$ cat src/rtl/sprite_cmd_queue.sv
// Sprite command queue: CPU register file and command FIFO feeding a paced,
// registered active-low write strobe into the graphics card.
module sprite_cmd_queue #(
    parameter int DEPTH  = 8,
    parameter int WR_LOW = 2
) (
    input  logic        ppu_fclk,
    input  logic        ppu_rst,
    input  logic        cpu_wr,
    input  logic        cpu_rd,
    input  logic [1:0]  cpu_addr,
    input  logic [15:0] cpu_wdata,
    output logic [15:0] cpu_rdata,
    output logic        ppu_wrn,
    output logic [9:0]  ppu_sprite_x,
    output logic [8:0]  ppu_sprite_y,
    output logic [8:0]  ppu_sprite_id
);

    localparam int PTR_W = $clog2(DEPTH);
    localparam int CNT_W = $clog2(DEPTH + 1);
    localparam int STB_W = (WR_LOW > 1) ? $clog2(WR_LOW) : 1;

    typedef enum logic [1:0] {IDLE, SETUP, STROBE, RECOVER} state_t;

    state_t             state_q, state_d;
    logic [STB_W-1:0]   stb_cnt;
    logic [9:0]         x_stage;
    logic [8:0]         y_stage;
    logic [8:0]         last_id;
    logic               overflow;
    logic [27:0]        mem [DEPTH];
    logic [PTR_W-1:0]   wr_ptr, rd_ptr;
    logic [CNT_W-1:0]   count;

    logic push_req, push_ok, pop, flush, overflow_evt, status_rd;
    logic [15:0] status;

    assign push_req     = cpu_wr && (cpu_addr == 2'd2);
    assign push_ok      = push_req && (count < CNT_W'(DEPTH));
    assign overflow_evt = push_req && !push_ok;
    assign flush        = cpu_wr && (cpu_addr == 2'd3) && cpu_wdata[0];
    assign pop          = (state_q == IDLE) && (count != '0);
    assign status_rd    = cpu_rd && (cpu_addr == 2'd3);

    assign status = {8'h00, 4'(count), (state_q != IDLE), overflow,
                     (count == CNT_W'(DEPTH)), (count == '0)};

    // NOTE: every clocked block uses non-blocking assignments so all flops
    // sample pre-edge values, which is what makes read-before-write work.
    always_ff @(posedge ppu_fclk or negedge ppu_rst) begin
        if (!ppu_rst) begin
            x_stage  <= '0;
            y_stage  <= '0;
            last_id  <= '0;
            overflow <= 1'b0;
        end else begin
            if (cpu_wr && cpu_addr == 2'd0) x_stage <= cpu_wdata[9:0];
            if (cpu_wr && cpu_addr == 2'd1) y_stage <= cpu_wdata[8:0];
            if (push_req)                   last_id <= cpu_wdata[8:0];
            // A coincident overflow wins over the read-to-clear.
            if (overflow_evt)   overflow <= 1'b1;
            else if (status_rd) overflow <= 1'b0;
        end
    end

    always_ff @(posedge ppu_fclk or negedge ppu_rst) begin
        if (!ppu_rst) begin
            cpu_rdata <= '0;
        end else if (cpu_rd) begin
            case (cpu_addr)
                2'd0:    cpu_rdata <= {6'b0, x_stage};
                2'd1:    cpu_rdata <= {7'b0, y_stage};
                2'd2:    cpu_rdata <= {7'b0, last_id};
                default: cpu_rdata <= status;
            endcase
        end
    end

    // NOTE: the storage array has no reset; entries are only ever read after
    // being written, so resetting it would add logic for no behaviour.
    always_ff @(posedge ppu_fclk) begin
        if (push_ok) mem[wr_ptr] <= {x_stage, y_stage, cpu_wdata[8:0]};
    end

    always_ff @(posedge ppu_fclk or negedge ppu_rst) begin
        if (!ppu_rst) begin
            wr_ptr <= '0;
            rd_ptr <= '0;
            count  <= '0;
        end else if (flush) begin
            wr_ptr <= '0;
            rd_ptr <= '0;
            count  <= '0;
        end else begin
            if (push_ok) wr_ptr <= wr_ptr + 1'b1;
            if (pop)     rd_ptr <= rd_ptr + 1'b1;
            case ({push_ok, pop})
                2'b10:   count <= count + 1'b1;
                2'b01:   count <= count - 1'b1;
                default: count <= count;
            endcase
        end
    end

    // NOTE: state_d gets a default before the case so no path leaves it
    // unassigned, which would otherwise infer a latch.
    always_comb begin
        state_d = state_q;
        case (state_q)
            IDLE:    if (pop) state_d = SETUP;
            SETUP:   state_d = STROBE;
            STROBE:  if (stb_cnt == STB_W'(WR_LOW - 1)) state_d = RECOVER;
            RECOVER: state_d = IDLE;
            default: state_d = IDLE;
        endcase
    end

    // ppu_wrn is registered from the next state, so it is a clean flop output.
    always_ff @(posedge ppu_fclk or negedge ppu_rst) begin
        if (!ppu_rst) begin
            state_q       <= IDLE;
            stb_cnt       <= '0;
            ppu_wrn       <= 1'b1;
            ppu_sprite_x  <= '0;
            ppu_sprite_y  <= '0;
            ppu_sprite_id <= '0;
        end else begin
            state_q <= state_d;
            stb_cnt <= (state_q == STROBE) ? stb_cnt + 1'b1 : '0;
            ppu_wrn <= (state_d != STROBE);
            if (pop) {ppu_sprite_x, ppu_sprite_y, ppu_sprite_id} <= mem[rd_ptr];
        end
    end

endmodule

$ cat config.mk
export PLATFORM = sky130hd
export DESIGN_NAME = sprite_cmd_queue
export DESIGN_NICKNAME = d
export VERILOG_FILES = /design/src/rtl/sprite_cmd_queue.sv
export SDC_FILE = /design/constraint.sdc
export NUM_CORES = 1
export LEC_CHECK = 0
export CAP_MARGIN = 10
export CORE_ASPECT_RATIO = 1.4
export CORE_UTILIZATION = 33
export DETAILED_ROUTE_END_ITERATION = 10
export DONT_BUFFER_PORTS = 1
export GPL_TIMING_DRIVEN = 0
export SLEW_MARGIN = 5
export SYNTH_ARGS = -nofsm -noshare
export SYNTH_HDL_FRONTEND = slang
export SYNTH_SLANG_ARGS = --single-unit
$ cat constraint.sdc
create_clock -name ppu_fclk -period 6 [get_ports ppu_fclk]
set_input_delay 1.2 -clock ppu_fclk [delete_from_list [all_inputs] [get_ports ppu_fclk]]
set_output_delay 1.2 -clock ppu_fclk [all_outputs]
set_load 0.02 [all_outputs]
==> summary.md, run 1 <==
| Metric | Value |
|---|---|
| YS warnings | `0` |
| Die area | `about 37000 µm²` |
| Critical-path maximum fanout | `10` |
| Drt total wl | `25.67 mm` |
| Status | `finished, final reports clean` |
| Internal power | `roughly 0.0043 W` |
| Fill cells | `3269` |
| Gr ovfl total | `0` |
| Sequential share of power | `0.476` |
| # hold bufs at CTS | `0` |
| Mean Syn Cell Area | `between 15 and 20 µm²` |
| DIE WIDTH | `~160 µm` |
| Largest area contributor in the synthesized netlist | `edfxtp_1` |
| Final period utilization | `0.5370` |
| Clock sink total | `305` |
| NetSw | `roughly 0.0019 W` |
| RSZ-0062 raised after global routing | `false` |
| Via count | `5664` |
| Flops & latches, synth | `roughly 310` |
| Netlist cell types | `38` |
| Relative slew slack | `0.3529` |
| Worst vdd ir | `a little over 200 µV` |
| Seq/Total Area, Yosys | `0.7345` |
| Type of the tightest min-delay check | `in2async` |
| Average via count per standard cell | `4.925` |
| Clk root buf | `clkbuf_16` |
| Most used cell, CP | `buf_6` |
| Multi-input gate area | `roughly 3000 µm²` |
| Dpl cell area | `around 13000 µm²` |
| Endpoints failing setup | `0` |
| Final core utilization | `0.3839` |
| Max frequency | `roughly 0.31 GHz` |
| # H-tree levels | `1` |
| Final hold violations | `0` |
| Tot GR Track Use | `0.1449` |
| Worst Path Class, Setup | `in2reg` |
| Syn Inst Count | `620` |
| Clock network power share | `0.282` |
| Max incr delay on CP | `a little over 0.7 ns` |
| Worst Path Buf+Inv | `4` |
| # Post-CTS Setup Buffers | `0` |
| Comb pwr share | `0.242` |
| Drt pass-1 iters | `4` |
| First-pass GRT wire length | `about 40 mm` |
| Initial Utilization | `0.3338` |
| Cell Chain, Critical Path | `clkbuf_1 -> and4bb_2 -> buf_2 -> nand2b_1 -> nor3_2 -> buf_6 -> buf_6` |
| Register Area | `8755 µm²` |
| Cts repair resizes | `0` |
| ANT nets after route | `0` |
| Slew Limit Fails | `0` |
| Min Tclk post-route | `around 3.2 ns` |
| Reg clk slew, reported paths | `about 0.070 ns` |
| Post-layout instance area | `approximately 14000 µm²` |
| Setup crit end kind | `flop` |
| Num rows | `just over 80` |
| DRT iter0 DRCs | `~320` |
| Final HPWL DP | `~17 mm` |
| Die Height | `226.9 µm` |
| Startpoint types | `input port` |
| Layout area overhead | `15.01%` |
| Top post-synthesis cells by area | `edfxtp_1 56%, dfrtp_1 17%, mux4_2 12%, mux2_2 3.4%, mux2i_1 2.6%` |
| CTS tree | `built` |
| Pwr/cell area | `448.8 nW/µm²` |
| Clock latency on the worst-skew pair | `~0.54 ns` |
| # DRC | `0` |
| Pwr Total | `0.006152 W` |
| Top-area cell type share of the netlist area | `0.5644` |
| Core ar. | `approximately 36000 µm²` |
| Switching fraction of total power | `0.3083` |
| Vias in the first global route | `~6100` |
| CP max-delay cell | `nor3_2` |
| Final nets | `roughly 700` |
| Critical Path AT | `between 3 and 4 ns` |
| Clock buffer depth | `3` |
| Drt wl/cell | `approximately 22 µm` |
| Layout cells sized above 1 | `0.2776` |
| Ports | `67` |
| PortBufs | `0` |
| CTS Buf Count | `27` |
| Actual slew at the worst max-slew pin | `0.9707 ns` |
| Synth Cell Area | `11920 µm²` |
| Initial antenna violation count | `0` |
| Delay-heaviest family, CP | `simple AND/OR/NAND/NOR gates` |
| Largest net degree at the start of global routing | `about 80` |
| Finished Layout Cells | `roughly 1200` |
| DP Cell Count | `approximately 1100` |
| Max-cap check violation count | `0` |
| Layout Skew | `0.01381 ns` |
| Number of diodes | `0` |
| Critical Path RT | `between 6 and 7 ns` |
| P_leak | `4.703 nW` |
| Gpl congestion | `roughly 0.75` |
cell families after synthesis:
group	share of synthesized area
fa+ha+maj	0.007348
simple gates	0.02929
xor+xnor	0.004409
buf+inv	0.02026
mux	0.1810
flops	0.7345
compound gates	0.02289
other cells	0.0003146
worst paths after layout:
check                             from         endpoint  slack (ns)  depth (start not counted)
hold reg to reg                stb_cnt          stb_cnt        0.45                          1
setup reg to reg              count[3]       mem[0][17]        3.24                          7
min in group ppu_fclk          stb_cnt          stb_cnt        0.45                          1
setup / recovery           cpu_addr[1]       mem[0][17]        2.78                          7
max in group asynchronous      ppu_rst          ppu_wrn        5.41                          0
hold / removal                 ppu_rst  ppu_sprite_y[0]        0.36                          0
flip-flops by register name, summed over array words and instances, names as in the netlist:
name and cells:
ppu_sprite_y 9, ppu_sprite_x 10, stb_cnt 1, ppu_sprite_id 9
state_q 2, count 4, last_id 9, rd_ptr 3
ppu_wrn 1, x_stage 10, mem 224, overflow 1
wr_ptr 3, y_stage 9, cpu_rdata 10
routing by layer:
layer,part of all wire,up-vias,global-route usage
met3,0.046,38,0.02177
met4,0.028,0,0.05849
met1,0.40,2987,0.1766
li1,-,2517,-
met2,0.53,122,0.2559
met5,0,-,0
power by group through the flow:
stage          Combinational [W]  Sequential [W]  Clock (W)
4_1_cts                  0.00153         0.00293    0.00178
3_5_place_dp             0.00152         0.00298          0
5_1_grt                  0.00164         0.00296    0.00186
3_3_place_gp             0.00148         0.00297          0
6_report                 0.00149         0.00293    0.00174
2_1_floorplan            0.00112         0.00288          0
layout by cell type (no fill, tap or decap), types with 3 or more instances in the layout:
master and instances:
edfxtp_1 224, dfrtp_1 80, mux4_2 64, nand2_1 41, mux2_2 36, o21ai_0 34, mux2i_1 31, clkbuf_16 27
clkbuf_1 19, buf_4 15, nor2_1 11, buf_2 10, buf_6 9, a21oi_1 8, ha_1 7, nor2_4 6
conb_1 6, buf_16 6, inv_1 5, xor2_1 4, nand2b_1 4, clkinv_2 4, nor3_2 3, bufinv_16 3
clkbuf_8 3
worst reg2reg max path, delay by kind of cell (launching register included):
| kind | cells | cell delay [ns] |
|---|---|---|
| AND/OR/NAND/NOR | 3 | 1.31 |
| flip-flops | 1 | 0.37 |
| buffers and inverters | 4 | 0.78 |
synthesized netlist by cell type (all sizes together):
library cell,instances
edfxtp,224
xor2,4
dfrtp,80
and2,2
o2111ai,1
a31oi,2
o41ai,1
inv,5
conb,1
and4bb,1
buf,28
nand3b,1
o32ai,1
a21oi,8
nor4,1
nor4b,1
xnor2,2
clkbuf,11
mux4,64
o21ai,34
dfstp,1
nor3b,1
nand3,1
ha,7
nor2b,2
o22a,1
and4,1
o211ai,1
nand2,41
mux2i,31
nand2b,4
nor2,17
mux2,36
nor3,4
final cells by class:
cell class	instances	share of cell area
tap	462	0.04217
clock inverter	11	0.009858
sequential	305	0.6386
timing repair buffer	14	0.01862
buffer	39	0.01625
clock buffer	38	0.05449
inverter	5	0.001369
multi-input combinational	276	0.2186
per-stage QoR:
| stage | setup slack (ns) | setup TNS [ns] | hold WS [ns] |
|---|---|---|---|
| after floorplan | 1.607 | 0 | 0.4031 |
| after global placement | -0.9039 | -48.73 | 0.4170 |
| after detailed placement | 2.249 | 0 | 0.4327 |
| after CTS | 2.798 | 0 | 0.3426 |
| after global routing | 2.651 | 0 | 0.3301 |
| final | 2.778 | 0 | 0.3606 |
Power figures use the tool's default switching activity.
==> inputs of run 2 (changes only) <==
==> constraint.sdc (replaced) <==
create_clock -name ppu_fclk -period 3.37 [get_ports ppu_fclk]
set_input_delay 0.674 -clock ppu_fclk [delete_from_list [all_inputs] [get_ports ppu_fclk]]
set_output_delay 0.674 -clock ppu_fclk [all_outputs]
set_load 0.02 [all_outputs]
==> run 2 against run 1 <==
Power rose by 82%. Register-to-register slack lost 2.6 ns. Sequential share of layout area down 0.39 points. Combinational power up 79%. Die area did not move. Cell area up 0.61%. Largest cell class unchanged. Highest routed layer unchanged.
==> summary.md, run 2 (synthesis gave the netlist of run 1 again) <==
| Metric | Value |
|---|---|
| P_leak | `4.703 nW (about the same)` |
| # hold bufs at CTS | `1 (+1)` |
| DIE WIDTH | `162.6 µm (unchanged)` |
| Slew Limit Fails | `0 (unchanged)` |
| Setup crit end kind | `flop` |
| Gpl congestion | `0.7444 (-0.12%)` |
| Initial antenna violation count | `0 (unchanged)` |
| Delay-heaviest family, CP | `simple AND/OR/NAND/NOR gates` |
| Critical Path RT | `3.61 ns (-2.63 ns)` |
| Final nets | `694 (-0.43%)` |
| DP Cell Count | `1097 (-0.36%)` |
| Worst Path Class, Setup | `reg2reg` |
| Critical-path maximum fanout | `11 (+1)` |
| Ports | `67 (unchanged)` |
| PortBufs | `0 (unchanged)` |
| # Post-CTS Setup Buffers | `0 (unchanged)` |
| RSZ-0062 raised after global routing | `false` |
| Clock latency on the worst-skew pair | `0.55 ns (about the same)` |
| Pwr/cell area | `811.0 nW/µm² (+81%)` |
| DRT iter0 DRCs | `358 (+11%)` |
| Core ar. | `35700 µm² (unchanged)` |
| Drt total wl | `25.86 mm (+0.74%)` |
| Tot GR Track Use | `0.1445 (-0.0004343)` |
| Vias in the first global route | `5994 (-2.0%)` |
| Most frequent cells in the layout | `224 x edfxtp_1, 80 x dfrtp_1, 64 x mux4_2, 41 x nand2_1, 36 x mux2_2` |
| Final HPWL DP | `16.78 mm (-2.8%)` |
| Startpoint types | `flop` |
| # H-tree levels | `1 (unchanged)` |
| Layout Skew | `0.01884 ns (+0.005030 ns)` |
| First-pass GRT wire length | `38.54 mm (-0.94%)` |
| Pwr Total | `0.01119 W (+82%)` |
| Clk root buf | `clkbuf_16` |
| Endpoints failing setup | `0 (unchanged)` |
| Max-cap check violation count | `0 (unchanged)` |
| Reg-to-reg startpoint | `count[3]` |
| Die Height | `226.9 µm (unchanged)` |
| Finished Layout Cells | `1148 (-0.17%)` |
| Reg clk slew, reported paths | `0.07 ns (about the same)` |
| Die area | `36890 µm² (unchanged)` |
| Actual slew at the worst max-slew pin | `0.9951 ns (+0.02440 ns)` |
| Fill cells | `3259 (-0.31%)` |
| # DRC | `0 (unchanged)` |
| Layout cells sized above 1 | `0.2784 (+0.0008094)` |
| Initial Utilization | `0.3338 (unchanged)` |
| Number of diodes | `0 (unchanged)` |
| R2R setup slack | `0.66 ns (-2.58 ns)` |
| Max incr delay on CP | `0.63 ns (-0.09 ns)` |
| Flip-flop count of the largest register after layout | `224 (unchanged)` |
| Drt pass-1 iters | `4 (unchanged)` |
| Commonest non-fill, non-tap cell in the layout | `edfxtp_1` |
| Final hold violations | `0 (unchanged)` |
| ANT nets after route | `0 (unchanged)` |
| Min Tclk post-route | `between 2 and 3 ns` |
| Average via count per standard cell | `4.974 (+0.99%)` |
| Num rows | `82 (unchanged)` |
| Largest Register | `mem` |
| Worst vdd ir | `425.0 µV (+110%)` |
| CTS Buf Count | `27 (unchanged)` |
| Critical Path AT | `2.95 ns (-0.51 ns)` |
| Final period utilization | `0.8054` |
| CTS tree | `built` |
| Via count | `5710 (+0.81%)` |
| Max frequency | `0.3684 GHz` |
| Gr ovfl total | `0 (unchanged)` |
| Largest net degree at the start of global routing | `82 (unchanged)` |
| Status | `finished, final reports clean` |
| Drt wl/cell | `22.53 µm (+0.92%)` |
| Reg2Reg Depth | `7 (unchanged)` |
| Cell Chain, Critical Path | `buf_6 -> and4bb_2 -> buf_2 -> nand2b_1 -> nor3_4 -> buf_16 -> buf_8` |
| Register Area | `8755 µm² (unchanged)` |
| Cts repair resizes | `0 (unchanged)` |
| Clock sink total | `305 (unchanged)` |
| Worst Path Buf+Inv | `4 (unchanged)` |
| Type of the tightest min-delay check | `in2async` |
| Clock buffer depth | `3 (unchanged)` |
| CP max-delay cell | `nor3_4` |
| Layout area overhead | `15.72%` |
| FF-to-FF End | `mem[0][16]` |
| Multi-input gate area | `3009 µm² (+0.42%)` |
| Relative slew slack | `0.3366 (-0.01626)` |
==> run 2: per-layer routing <==
layer,track usage,routed length (µm),up-vias
li1,-,-,2520
met4,0.05939,793,0
met2,0.2625,13910,114
met5,0,0,-
met3,0.02360,1226,45
met1,0.1679,9927,3031
==> run 2: worst max-delay path by stage <==
stage | start | endpoint | slack, ns | cells past startpoint
6_report | count[3] | mem[0][16] | 0.66 | 7
5_1_grt | count[3] | count[3] | 0.49 | 10
4_1_cts | count[3] | mem[0][16] | 0.63 | 7
3_5_place_dp | cpu_addr[1] | mem[0][16] | 0.19 | 7
3_3_place_gp | cpu_addr[1] | mem[3][16] | -1.36 | 5
2_1_floorplan | cpu_addr[1] | mem[4][0] | 0.25 | 5
==> run 2: final cells by class <==
| cell class | count | share of cell area |
|---|---|---|
| Buffer | 39 | 0.01615 |
| Clock buffer | 34 | 0.05389 |
| Clock inverter | 16 | 0.01579 |
| Inverter | 5 | 0.001361 |
| Multi-Input combinational cell | 276 | 0.2182 |
| Sequential cell | 305 | 0.6348 |
| Tap cell | 462 | 0.04191 |
| Timing Repair Buffer | 11 | 0.01796 |
==> run 2: stage by stage <==
step | instance area (µm²) | setup slack (ns) | TNS [ns] | util | hold WS (ns)
6_report | 13790 | 0.6559 | 0 | 0.3863 | 0.03823
5_1_grt | 13790 | 0.4907 | 0 | 0.3863 | 0.06006
4_1_cts | 13790 | 0.6270 | 0 | 0.3863 | 0.05017
3_5_place_dp | 12800 | 0.1947 | 0 | 0.3586 | 0.3833
3_3_place_gp | 12530 | -1.361 | -278.72 | 0.3508 | 0.3834
2_1_floorplan | 11950 | 0.2514 | 0 | - | 0.3784
==> run 2: power breakdown <==
part | internal [W] | switching [W] | leakage (nW)
sequential | 0.00455 | 0.000664 | 3.00
clock | 0.00195 | 0.00135 | 0.454
combinational | 0.00125 | 0.00142 | 1.25
total | 0.00775 | 0.00343 | 4.70
==> run 2: worst register-to-register path: stages, from the launching register on <==
cell and delay [ns]:
dfrtp_1 0.38, buf_6 0.14, and4bb_2 0.33, buf_2 0.23
nand2b_1 0.29, nor3_4 0.63, buf_16 0.23, buf_8 0.17
==> inputs of run 3 (changes only) <==
==> constraint.sdc (replaced) <==
create_clock -name ppu_fclk -period 2.6 [get_ports ppu_fclk]
set_input_delay 0.52 -clock ppu_fclk [delete_from_list [all_inputs] [get_ports ppu_fclk]]
set_output_delay 0.52 -clock ppu_fclk [all_outputs]
set_load 0.02 [all_outputs]
==> run 3 against run 2 <==
Sequential cell count stayed put. Critical endpoint is now count[3]. Sequential power is 30% higher. Utilization is 0.44 points higher. Die area stayed put. Setup slack worse by 0.49 ns.
==> summary.md, run 3 (synthesis gave the netlist of run 1 again) <==
| Metric | Value |
|---|---|
| P_leak | `4.783 nW (+1.7%)` |
| RSZ-0062 raised after global routing | `true` |
| DRT iter0 DRCs | `374 (+4.5%)` |
| Clock buffer depth | `3 (unchanged)` |
| Status | `finished, final reports clean` |
| PortBufs | `0 (unchanged)` |
| Largest Register | `mem` |
| Final period utilization | `0.9379 (+0.1326)` |
| Reg2Reg Depth | `10 (+3)` |
| Clock latency on the worst-skew pair | `0.56 ns (about the same)` |
| Pwr/cell area | `1050 nW/µm² (+30%)` |
| Num rows | `82 (unchanged)` |
| Launch point of the worst hold path | `cpu_wdata[0]` |
| Switching fraction of total power | `0.3116 (+0.004640)` |
| Ports | `67 (unchanged)` |
| Actual slew at the worst max-slew pin | `0.9517 ns (-0.04336 ns)` |
| Average via count per standard cell | `4.966 (-0.15%)` |
| Sequential share of power | `0.461 (-0.006)` |
| WHS | `0.05526 ns (+0.01702 ns)` |
| Reg-to-reg startpoint | `count[3]` |
| Critical-path maximum fanout | `10 (-1)` |
| Slew Limit Fails | `0 (unchanged)` |
| Clock network power share | `0.300 (+0.005)` |
| Critical Path RT | `3.01 ns (-0.60 ns)` |
| Final hold violations | `0 (unchanged)` |
| Final HPWL DP | `17.05 mm (+1.6%)` |
| Gr ovfl total | `0 (unchanged)` |
| Vias in the first global route | `6071 (+1.3%)` |
| Startpoint types | `flop` |
| Flip-flop count of the largest register after layout | `224 (unchanged)` |
| Layout area overhead | `17.04%` |
| CTS Buf Count | `29 (+7.4%)` |
| Setup crit end kind | `flop` |
| Final Worst Setup Slack | `0.1613 ns (-0.4945 ns)` |
| Largest net degree at the start of global routing | `82 (unchanged)` |
| Die Height | `226.9 µm (unchanged)` |
| Relative slew slack | `0.3655 (+0.02891)` |
| Worst vdd ir | `538.1 µV (+27%)` |
| # DRC | `0 (unchanged)` |
| DP Cell Count | `1097 (unchanged)` |
| Internal power | `0.01009 W (+30%)` |
| Layout Skew | `0.008432 ns (-0.01040 ns)` |
| Via count | `5751 (+0.72%)` |
| Clk root buf | `clkbuf_16` |
| CTS tree | `built` |
| Drt wl/cell | `22.66 µm (+0.60%)` |
| Worst hold endpoint | `mem[2][0]` |
| Critical Path AT | `2.85 ns (-0.10 ns)` |
| Max frequency | `0.4101 GHz (+11%)` |
| Fill cells | `3247 (-0.37%)` |
| Core ar. | `35700 µm² (unchanged)` |
| Min Tclk post-route | `2.439 ns (-0.2755 ns)` |
| Initial antenna violation count | `0 (unchanged)` |
| Most frequent cells in the layout | `224 x edfxtp_1, 80 x dfrtp_1, 64 x mux4_2, 41 x nand2_1, 36 x mux2_2` |
| Final nets | `703 (+1.3%)` |
| Layout cells sized above 1 | `0.2989 (+0.02042)` |
| DIE WIDTH | `162.6 µm (unchanged)` |
| Tot GR Track Use | `0.1478 (+0.003372)` |
| Drt total wl | `26.24 mm (+1.5%)` |
| Worst Path Class, Setup | `reg2reg` |
| Max-cap check violation count | `0 (unchanged)` |
| Initial Utilization | `0.3338 (unchanged)` |
| Reg clk slew, reported paths | `0.07 ns (about the same)` |
| Gpl congestion | `0.7442 (about the same)` |
| Endpoints failing setup | `0 (unchanged)` |
| First-pass GRT wire length | `39.61 mm (+2.8%)` |
| Number of diodes | `0 (unchanged)` |
| Die area | `36890 µm² (unchanged)` |
| Type of the tightest min-delay check | `in2reg` |
| Worst setup slack after placement | `-0.3733 ns (-0.5680 ns)` |
| FF-to-FF End | `count[3]` |
| Drt pass-1 iters | `4 (unchanged)` |
| # H-tree levels | `1 (unchanged)` |
| Finished Layout Cells | `1158 (+0.87%)` |
| Hold depth | `0` |
| Setup TNS | `0 ns (unchanged)` |
| R2R setup slack | `0.16 ns (-0.49 ns)` |
| Comb pwr share | `0.239 (about the same)` |
| Clock sink total | `305 (unchanged)` |
| ANT nets after route | `0 (unchanged)` |
| NetSw | `0.004566 W (+33%)` |
| Commonest non-fill, non-tap cell in the layout | `edfxtp_1` |
[run 3: how the worst max path moves through the flow]
stage,start,endpoint,slack [ns],cells past startpoint
after floorplan,cpu_addr[1],mem[4][0],-0.36,5
after global placement,cpu_addr[1],mem[4][17],-2.07,5
after detailed placement,cpu_addr[1],mem[0][9],-0.37,7
after CTS,count[3],count[3],0.03,10
after global routing,count[3],count[3],-0.05,10
final,count[3],count[3],0.16,10
[run 3: critical path: stages, from the launching register on]
cell and delay [ns]:
dfrtp_1 0.37, buf_6 0.14, o41ai_2 0.37, buf_4 0.20
buf_4 0.21, nor2_1 0.09, ha_1 0.36, o211ai_1 0.12
o21ai_2 0.16, mux2i_1 0.20, a21oi_1 0.08
[run 3: final cells by class]
type                    instances  area, µm²  share of cell area
multi-input cells             276       3015              0.2162
plain buffers                  39      222.7             0.01597
clock inverters                20      231.5             0.01659
inverters                       5      18.77            0.001345
clock buffers                  33      760.7             0.05453
repair buffers                 18      367.9             0.02637
flip-flops and latches        305       8755              0.6276
well taps                     462      578.1             0.04144
[run 3: per-stage QoR]
step / cell area, µm² / util / power, W
2_1_floorplan: 11950 / - / 0.009235
3_3_place_gp: 12530 / 0.3509 / 0.01026
3_5_place_dp: 12840 / 0.3597 / 0.01040
4_1_cts: 13880 / 0.3888 / 0.01483
5_1_grt: 13950 / 0.3907 / 0.01538
6_report: 13950 / 0.3907 / 0.01465
[run 3: repair_timing]
| action | CTS | global route |
|---|---|---|
| buffers inserted | 1 | 5 |
| cloned | 0 | 0 |
| pin swaps | 1 | 2 |
| hold buffers | 2 | 0 |
| hold endpoints to repair | 81 | 0 |
| endpoints found under the setup margin | 12 | 44 |
| gates resized for setup | 1 | 2 |
[run 3: layer usage]
metal / track usage / wire, µm / part of all wire
met5: 0 / 0 / 0
met4: 0.04703 / 551 / 0.021
met3: 0.02652 / 1252 / 0.048
met2: 0.2655 / 13950 / 0.53
met1: 0.1784 / 10490 / 0.40
[run 3: power by group through the flow]
stage / clock, W / sequential, W / combinational (W)
3_3_place_gp: 0 / 0.00684 / 0.00342
2_1_floorplan: 0 / 0.00664 / 0.00259
5_1_grt: 0.00464 / 0.00685 / 0.00388
6_report: 0.00440 / 0.00676 / 0.00350
4_1_cts: 0.00448 / 0.00677 / 0.00357
3_5_place_dp: 0 / 0.00687 / 0.00353
